<file path="config.mk">
export PLATFORM = sky130hd
export DESIGN_NAME = prio_arb_8ch
export DESIGN_NICKNAME = d
export VERILOG_FILES = /design/src/rtl/prio_arb_8ch.sv
export SDC_FILE = /design/constraint.sdc
export NUM_CORES = 1
export LEC_CHECK = 0
export ABC_AREA = 0
export CAP_MARGIN = 25
export CORE_AREA = 2 2 81 83
export DETAILED_ROUTE_END_ITERATION = 6
export DIE_AREA = 0 0 83 85
export GPL_TIMING_DRIVEN = 1
export PLACE_DENSITY = 0.49
export SYNTH_ARGS = -nofsm -noshare
export SYNTH_HDL_FRONTEND = slang
export SYNTH_SLANG_ARGS = --single-unit
export TNS_END_PERCENT = 10
</file>
<file path="constraint.sdc">
create_clock -name clk -period 6 [get_ports clk]
set_input_delay 0.6 -clock clk [delete_from_list [all_inputs] [get_ports clk]]
set_output_delay 0.6 -clock clk [all_outputs]
set_load 0.03 [all_outputs]
</file>
<file path="src/rtl/prio_arb_8ch.sv">
// 8-requester arbiter with fixed-priority or round-robin selection, a hold-time
// limit per grant, and one mandatory idle cycle between consecutive grants.
//
// state | meaning
// IDLE  | no owner; arbitrate on any edge where req != 0
// GRANT | one owner holds gnt; release on done, owner drop, or hold limit
module prio_arb_8ch #(
  parameter int unsigned MAX_HOLD = 16
) (
  input  logic       clk,
  input  logic       rst_n,
  input  logic [7:0] req,
  input  logic       done,
  input  logic       rr_en,
  output logic [7:0] gnt,
  output logic [2:0] gnt_id,
  output logic       busy,
  output logic       timeout
);

  localparam int HW = (MAX_HOLD > 1) ? $clog2(MAX_HOLD) : 1;
  localparam logic [HW-1:0] HOLD_LAST = HW'(MAX_HOLD - 1);

  typedef enum logic {
    IDLE  = 1'b0,
    GRANT = 1'b1
  } state_t;

  state_t        state_q;
  logic [7:0]    gnt_q;
  logic [2:0]    gnt_id_q;
  logic          busy_q;
  logic          timeout_q;
  logic [HW-1:0] hcnt_q;
  logic [2:0]    last_q;

  logic [2:0]    base_d;
  logic [2:0]    idx_d;
  logic [2:0]    win_d;
  logic [HW-1:0] hcnt_d;
  logic          owner_req_d;
  logic          hold_hit_d;
  logic          release_d;
  logic          timeout_d;

  // Search descends from base-1 and wraps to base itself last; the smallest
  // step that hits a set request wins, so iterate from the far end down.
  // Fixed priority is the same search anchored at 0 (7 first, 0 last).
  always_comb begin
    base_d = rr_en ? last_q : 3'd0;
    idx_d  = 3'd0;
    win_d  = 3'd0;
    for (int i = 8; i >= 1; i--) begin
      idx_d = base_d - 3'(i);
      if (req[idx_d]) win_d = idx_d;
    end
  end

  always_comb begin
    owner_req_d = req[gnt_id_q];
    hold_hit_d  = (hcnt_q == HOLD_LAST);
    release_d   = done || !owner_req_d || hold_hit_d;
    timeout_d   = hold_hit_d && !done && owner_req_d;
    hcnt_d      = hcnt_q + 1'b1;
  end

  always_ff @(posedge clk or negedge rst_n) begin
    if (!rst_n) begin
      state_q   <= IDLE;
      gnt_q     <= 8'd0;
      gnt_id_q  <= 3'd0;
      busy_q    <= 1'b0;
      timeout_q <= 1'b0;
      hcnt_q    <= '0;
      last_q    <= 3'd0;
    end else begin
      timeout_q <= 1'b0;
      case (state_q)
        IDLE: begin
          if (|req) begin
            state_q  <= GRANT;
            gnt_q    <= 8'd1 << win_d;
            gnt_id_q <= win_d;
            busy_q   <= 1'b1;
            hcnt_q   <= '0;
            last_q   <= win_d;
          end
        end
        GRANT: begin
          if (release_d) begin
            state_q   <= IDLE;
            gnt_q     <= 8'd0;
            gnt_id_q  <= 3'd0;
            busy_q    <= 1'b0;
            hcnt_q    <= '0;
            timeout_q <= timeout_d;
          end else begin
            hcnt_q <= hcnt_d;
          end
        end
        default: begin
          state_q <= IDLE;
          gnt_q   <= 8'd0;
          busy_q  <= 1'b0;
        end
      endcase
    end
  end

  assign gnt     = gnt_q;
  assign gnt_id  = gnt_id_q;
  assign busy    = busy_q;
  assign timeout = timeout_q;

endmodule

</file>
==> impl_results.md, run 1 <==
* Die X at 83 microns
* Clk sink count at 21
* Max Slew Vio Count at 0
* Vias at 1742
* Htree depth at 1
* Syn Inst Count at 206
* Ys async rst share at 100%
* Congestion Overflow GR at 0
* Pleak at 0.940 nW
* RSZ-0062 raised after global routing: false
* Syn Std Cell Area at 1960 sq um
* Yosys reg bits at 21
* Via/cell ratio at 5.83
* Hold Crit Class: reg2reg
* Core Util, Final at 37.2%
* Clock root cell: clkbuf_8
* Syn Nets at 220
* Setup TNS at 0 ps
* TritonCTS buffer count at 3
* Max Fclk at 0.249 GHz
* Tcrit/Tclk final at 66.8%
* Least-Margin Pin Slew at 678 ps
* Most common cell after layout, fill and taps aside: nand2_1
* Worst Skew at 3.62 ps
* Drt pass-1 iters at 5
* Sequential area share after synthesis at 26.8%
* Antenna Cells at 0
* Post-CTS Setup Bufs at 0
* ANT nets after route at 0
* Routability congestion estimate at 0.925
* CTS tree: done
* Critical Path Fanout Max at 13
* CTS Buffer Depth at 2
* Nature of the critical path endpoint: flip-flop
* Total of max-cap violations at 0
* Storage element area at 526 sq um
* FILL cells at 619
* Synth Flop Type: dfrtp_1
* VDD IR max at 0.254 mV
* Largest net degree at the start of global routing at 22
* Critical path type: in2reg
* DR WL/cell at 18.4 microns
* Minimum clock period at 4010 ps
* Gr usage total at 16.0%
* Status: finished, final reports clean
* First-pass GRT wire length at 9.33 mm
* Syn_area_per_cell at 9.52 sq um
* Hold Buf Count CTS at 0
* Placeable Area at 6200 sq um
* Final HPWL DP at 4.01 mm
* Row cnt at 29
* Power density cells at 496 nW/um^2
* Relative slew slack at 54.7%
* Starting Density at 31.6%
* DRC Markers at 0
* Setup violators final at 0
* Final hold violations at 0
* IO Port Bufs at 24
* Most frequent cells in the layout: 28 x nand2_1, 24 x clkdlybuf4s50_1, 21 x dfrtp_1, 15 x mux2i_1
* Crit start category: primary input
* Worst-Skew Late Latency at 260 ps
* Post-synth EDFFs at 0
* Multi-input logic area at 1360 sq um
* Initial antenna violation count at 0
* Total Routed Length at 5.50 mm
* Critical path arrival at 4180 ps
* Die area at 7060 sq um
* Vias in the first global route at 1766
* # nets final at 237
* Unique cell type count in the Yosys netlist at 49
* DR iter-0 viols at 103
* Reg clk slew, reported paths at 80 ps
* Resized Gates After CTS at 0
* Num ports at 25
* Synth warn at 0
* Area grow syn2layout at 17.5%
* Die span in y at 85 microns
* Share of cells above drive strength 1 at 11.3%
* Crit path required time at 6170 ps
==> sequential cells by signal, indices dropped and copies added (netlist names) <==
register	flops
state_q	1
gnt_id	3
timeout	1
gnt	8
busy	1
hcnt_q	4
last_q	3
==> area by class of cell <==
| type | count | share of cell area [%] |
|---|---|---|
| clock inverter | 1 | 0.217 |
| multi-input combinational | 168 | 58.8 |
| timing repair buffer | 25 | 11.6 |
| inverter | 4 | 0.651 |
| clock buffer | 3 | 1.79 |
| tap | 77 | 4.18 |
| sequential | 21 | 22.8 |
==> worst max-delay path, stage by stage <==
cell             delay [ps]
clkdlybuf4s50_1         700
and2_1                  380
clkinv_1                310
ha_1                    500
mux4_1                  610
and2_1                  170
o21ai_0                 250
a21o_1                  190
nand3_1                 200
o31ai_1                 260
==> synthesized netlist by cell type (2+ instances only) <==
cell type	n	area [sq um]
nor2_1	11	41.3
nor4_1	2	12.5
a21o_1	4	30.0
xor2_1	2	17.5
o21ai_0	11	55.1
mux2i_1	15	150
mux4_1	3	78.8
ha_1	2	25.0
inv_1	2	7.51
a21boi_0	3	22.5
o21a_1	4	30.0
o31ai_1	8	60.1
nor3b_1	5	37.5
mux2_2	3	33.8
clkbuf_1	6	22.5
nand3_1	6	30.0
dfrtp_1	21	526
mux4_2	11	248
buf_2	5	25.0
a22oi_1	4	30.0
a211oi_1	3	22.5
o211a_1	3	30.0
xnor2_1	2	17.5
nor3_1	4	20.0
o21ai_1	2	10.0
nand2b_1	2	12.5
a21oi_1	6	30.0
and2_1	6	37.5
and3_1	3	18.8
nand2_1	28	105
==> cell families (layout without fill, tap and decap cells) <==
| family | Yosys count | count (layout) | share of synthesized area (%) |
|---|---|---|---|
| DFF | 21 | 21 | 26.8 |
| and+or+nand+nor | 69 | 69 | 17.0 |
| buffers and inverters | 17 | 33 | 4.15 |
| muxes | 34 | 34 | 27.4 |
| adders and majority gates | 2 | 2 | 1.28 |
| xor gates and xnor gates | 4 | 4 | 1.79 |
| AOI/OAI and AO/OA | 59 | 59 | 21.6 |
==> layer usage <==
layer  global-route usage (%)  share of wire, %  vias up  routed length, microns
li1                         -                 -      823                       -
met1                     23.0                47      844                    2610
met2                     25.5                46       62                    2520
met3                    0.875               4.4       13                     241
met4                     6.41               2.3        0                     125
met5                        0                 0        -                       0
==> stage by stage <==
stage	area [sq um]	instances	total power [mW]	worst slack (ps)	hold WS, ps
after floorplan	1960	206	0.843	2910	304
after global placement	2230	294	1.05	1830	482
after detailed placement	2230	294	1.05	1800	477
after CTS	2280	298	1.15	2090	504
after global routing	2310	299	1.24	1670	529
final	2310	299	1.14	1990	493
==> final timing paths <==
| check | from | to | slack (ps) | depth (start not counted) |
|---|---|---|---|---|
| worst min register to register | gnt[5] | gnt[5] | 490 | 2 |
| min in group asynchronous | rst_n | gnt[1] | 540 | 1 |
| worst min-delay path | gnt[5] | gnt[5] | 490 | 2 |
| max in group asynchronous | rst_n | hcnt_q[2] | 5120 | 2 |
| worst max register to register | last_q[1] | gnt[5] | 2440 | 9 |
| worst max-delay path | rr_en | gnt[5] | 1990 | 10 |
==> power by group <==
part	internal, mW	switching (mW)
sequential	0.192	0.0636
combinational	0.338	0.458
clock	0.0463	0.0464
No activity file was read; power rests on OpenSTA's default activity.
==> run 2: changes to the inputs <==
--- a/config.mk
+++ b/config.mk
@@ -11,7 +11,7 @@
 export DETAILED_ROUTE_END_ITERATION = 6
 export DIE_AREA = 0 0 83 85
 export GPL_TIMING_DRIVEN = 1
-export PLACE_DENSITY = 0.49
+export PLACE_DENSITY = 0.51
 export SYNTH_ARGS = -nofsm -noshare
 export SYNTH_HDL_FRONTEND = slang
 export SYNTH_SLANG_ARGS = --single-unit
==> constraint.sdc (replaced) <==
create_clock -name clk -period 3.6 [get_ports clk]
set_input_delay 0.36 -clock clk [delete_from_list [all_inputs] [get_ports clk]]
set_output_delay 0.36 -clock clk [all_outputs]
set_load 0.03 [all_outputs]
==> run 2 against run 1 <==
Against the previous run:
- clock skew shrank 1.3 ps
- global-route usage grew 0.78 points
- sequential power grew 55%
- non-clock buffer count grew 19
- setup slack lost 1500 ps
- sequential share of layout area shrank 1.3 points
- wire length grew 4.9%
- core utilization grew 2.3 points
- clock-buffer cell count grew 1
- via count grew 5.5%
==> impl_results.md, run 2 (synthesized netlist as in run 1, its figures left out) <==
* Setup violators final at 0
* Pint at 1.04 mW
* Max Slew Vio Count at 0
* Crit start category: primary input
* Critical path arrival at 3220 ps
* FILL cells at 615
* Resized Gates After CTS at 0
* Minimum clock period at 3060 ps
* Total of max-cap violations at 0
* Power density cells at 825 nW/um^2
* Critical path's top delay family: compound AO/OA/AOI/OAI gates
* Vias in the first global route at 1839
* Nature of the critical path endpoint: flip-flop
* Pleak at 1.03 nW
* Core Util, Final at 39.4%
* Drt pass-1 iters at 4
* Relative slew slack at 53.9%
* Status: finished, final reports clean
* Least-Margin Pin Slew at 690 ps
* Hold Buf Count CTS at 0
* Starting Density at 31.6%
* First-pass GRT wire length at 9.74 mm
* FF-to-FF End: gnt[2]
* Worst path cell trace: clkdlybuf4s50_1, and2_4, buf_4, mux2_4, mux4_2, a221o_1, a221oi_2, o211ai_2, o31ai_1
* Most frequent cells in the layout: 28 x nand2_1, 24 x clkdlybuf4s50_1, 21 x dfrtp_1, 19 x buf_4, 15 x mux2i_1
* Critical R2R Launch: last_q[0]
* Htree depth at 1
* Sw frac at 48.4%
* Vias at 1838
* TritonCTS buffer count at 3
* Clock power frac at 7.6%
* Area grow syn2layout at 24.7%
* Die span in y at 85 microns
* Clock root cell: clkbuf_8
* Worst Path Buf+Inv at 2
* IO Port Bufs at 24
* DR iter-0 viols at 169
* RSZ-0062 raised after global routing: false
* Crit. Startpoint: rr_en
* Final hold violations at 0
* Critical Path Fanout Max at 8
* Initial antenna violation count at 0
* Post-layout instance count excluding filler cells at 318
* Most common cell after layout, fill and taps aside: nand2_1
* DR WL/cell at 18.1 microns
* Crit-path max cell delay at 510 ps
* Gr usage total at 16.8%
* Largest net degree at the start of global routing at 22
* Die X at 83 microns
* Comb power frac at 72.9%
* Die area at 7060 sq um
* Tcrit/Tclk final at 85.0%
* NetSw at 976 uW
* Antenna Cells at 0
* CP max-delay cell: clkdlybuf4s50_1
* Placed insts at 313
* Share of cells above drive strength 1 at 17.8%
* Worst-Skew Late Latency at 250 ps
* Post-CTS Setup Bufs at 0
* Clk sink count at 21
* Final HPWL DP at 4.42 mm
* Critical path type: in2reg
* DRC Markers at 0
* Max Fclk at 0.327 GHz
* Hold_ws at 315 ps
* Crit path required time at 3760 ps
* Via/cell ratio at 5.78
* Worst Skew at 2.32 ps
* Worst r2r path cells at 9
* Flop pwr share at 19.6%
* Hold Crit Class: in2async
* R2R Setup Slk at 740 ps
* Num ports at 25
* Routability congestion estimate at 0.883
* Congestion Overflow GR at 0
* CTS tree: done
* CTS Buffer Depth at 2
* ANT nets after route at 0
* Row cnt at 29
* # nets final at 256
* VDD IR max at 0.505 mV
* Total Routed Length at 5.77 mm
* Largest register FFs at 8
* Placeable Area at 6200 sq um
* Reg clk slew, reported paths at 70 ps
* Setup TNS at 0 ps
-- run 2: how the worst max path moves through the flow --
stage / end / slack [ps] / depth (start not counted)
after detailed placement: gnt[2] / 290 / 9
after CTS: gnt[0] / 530 / 9
final: gnt[2] / 540 / 9
after floorplan: gnt[3] / 730 / 11
after global routing: gnt[5] / 300 / 10
after global placement: gnt[0] / 330 / 9
-- run 2: through the flow --
step	worst slack [ps]	instance area (sq um)	power [mW]
2_1_floorplan	734	1960	1.40
3_3_place_gp	331	2370	1.86
3_5_place_dp	291	2370	1.85
4_1_cts	527	2420	2.01
5_1_grt	300	2450	2.19
6_report	539	2450	2.02
-- run 2: power groups by stage --
stage                     clock network, mW  registers (mW)  logic, mW
after floorplan                           0           0.482      0.922
after global placement                    0           0.400       1.46
after detailed placement                  0           0.397       1.45
after CTS                             0.157           0.395       1.46
after global routing                  0.168           0.409       1.61
final                                 0.153           0.395       1.47
-- run 2: layout make-up --
cell class              instances  area (sq um)  share of cell area [%]
multi-input cells             168          1360                    55.4
clock buffers                   4          45.0                    1.84
flip-flops and latches         21           526                    21.5
inverters                       4          15.0                   0.613
well taps                      77          96.3                    3.94
repair buffers                 44           410                    16.8
-- run 2: layer usage --
metal	global-route usage (%)	vias to the layer above	share of wire (%)
li1	-	860	-
met1	24.5	906	48
met2	26.9	66	45
met3	1.65	6	4.9
met4	4.17	0	1.3
met5	0	-	0
==> run 3: changes to the inputs <==
--- a/config.mk
+++ b/config.mk
@@ -8,6 +8,7 @@
 export ABC_AREA = 0
 export CAP_MARGIN = 25
 export CORE_AREA = 2 2 81 83
+export CTS_BUF_LIST = sky130_fd_sc_hd__clkbuf_8
 export DETAILED_ROUTE_END_ITERATION = 6
 export DIE_AREA = 0 0 83 85
 export GPL_TIMING_DRIVEN = 1
==> run 3 against run 2 <==
Against the previous run:
- critical path depth unchanged
- cell area unchanged
- die area unchanged
- clock power about the same
- non-clock buffer count unchanged
- core utilization unchanged
- highest routed layer unchanged
==> impl_results.md, run 3 (synthesized netlist as in run 1, its figures left out) <==
* Status: finished, final reports clean
* Initial antenna violation count at 0
* Hold Crit Class: in2async
* FILL cells at 615
* Placed insts at 313
* ANT nets after route at 0
* Most frequent cells in the layout: 28 x nand2_1, 24 x clkdlybuf4s50_1, 21 x dfrtp_1, 19 x buf_4, 15 x mux2i_1
* First-pass GRT wire length at 9.74 mm
* Total of max-cap violations at 0
* Worst-Skew Late Latency at 250 ps
* Drt pass-1 iters at 4
* Routability congestion estimate at 0.883
* Resized Gates After CTS at 0
* Gr usage total at 16.8%
* Setup TNS at 0 ps
* Max Fclk at 0.327 GHz
* # nets final at 256
* Final hold violations at 0
* Least-Margin Pin Slew at 690 ps
* DRC Markers at 0
* Placeable Area at 6200 sq um
* TritonCTS buffer count at 3
* DR iter-0 viols at 169
* Num ports at 25
* VDD IR max at 0.507 mV
* Clock root cell: clkbuf_8
* IO Port Bufs at 24
* Total Routed Length at 5.77 mm
* Crit path required time at 3760 ps
* Congestion Overflow GR at 0
* Vias in the first global route at 1839
* Die span in y at 85 microns
* Most common cell after layout, fill and taps aside: nand2_1
* Clk sink count at 21
* CTS tree: done
* Row cnt at 29
* Power density cells at 824 nW/um^2
* Critical path arrival at 3220 ps
* Critical Path Fanout Max at 8
* Area grow syn2layout at 24.7%
* Critical path type: in2reg
* Starting Density at 31.6%
* Final HPWL DP at 4.42 mm
* Hold Buf Count CTS at 0
* Worst Skew at 2.95 ps
* Die area at 7060 sq um
* Reg clk slew, reported paths at 70 ps
* Pleak at 1.03 nW
* CTS Buffer Depth at 2
* Nature of the critical path endpoint: flip-flop
* Relative slew slack at 53.9%
* DR WL/cell at 18.1 microns
* Setup violators final at 0
* Minimum clock period at 3060 ps
* Die X at 83 microns
* Via/cell ratio at 5.78
* Vias at 1838
* Largest net degree at the start of global routing at 22
* Htree depth at 1
* Crit start category: primary input
* Antenna Cells at 0
* RSZ-0062 raised after global routing: false
* Largest register FFs at 8
* Share of cells above drive strength 1 at 17.8%
* Max Slew Vio Count at 0
* Tcrit/Tclk final at 85.0%
* Post-layout instance count excluding filler cells at 318
* Post-CTS Setup Bufs at 0
-- run 3: worst max-delay path, cell delays in order --
cell,delay [ps]
clkdlybuf4s50_1,510
and2_4,230
buf_4,180
mux2_4,310
mux4_2,490
a221o_1,360
a221oi_2,310
o211ai_2,180
o31ai_1,280
-- run 3: path summary, 6_finish.rpt --
kind | startpoint | to | slack (ps) | depth (start not counted)
worst max-delay path | rr_en | gnt[2] | 540 | 9
worst min-delay path | rst_n | gnt[4] | 320 | 1
worst max register to register | last_q[0] | gnt[2] | 740 | 9
worst min register to register | gnt[3] | gnt[3] | 490 | 2
max in group asynchronous | rst_n | gnt_id[0] | 2930 | 2
min in group clk | gnt[3] | gnt[3] | 490 | 2
-- run 3: where the power goes --
part / switching (mW) / total [mW] / internal [mW]
clock network: 0.0745 / 0.150 / 0.0758
logic: 0.828 / 1.47 / 0.643
registers: 0.0746 / 0.395 / 0.320
total: 0.977 / 2.02 / 1.04
-- run 3: per-layer routing --
metal	track usage [%]	wire, microns
met2	26.9	2620
met4	4.17	76
met5	0	0
met1	24.5	2790
met3	1.65	281
-- run 3: layout make-up --
| type | count | area [sq um] | area share [%] |
|---|---|---|---|
| Timing Repair Buffer | 44 | 410 | 16.8 |
| Sequential cell | 21 | 526 | 21.5 |
| Inverter | 4 | 15.0 | 0.613 |
| Tap cell | 77 | 96.3 | 3.94 |
| Multi-Input combinational cell | 168 | 1360 | 55.4 |
| Clock inverter | 1 | 3.75 | 0.153 |
| Clock buffer | 3 | 41.3 | 1.69 |
-- run 3: metrics by stage --
stage	instance area, sq um	setup slack (ps)	power, mW	hold slack [ps]	utilization (%)
2_1_floorplan	1960	734	1.40	64.4	-
3_3_place_gp	2370	331	1.86	474	38.3
3_5_place_dp	2370	291	1.85	470	38.3
4_1_cts	2420	527	2.01	488	39.0
5_1_grt	2450	300	2.18	319	39.4
6_report	2450	539	2.02	315	39.4
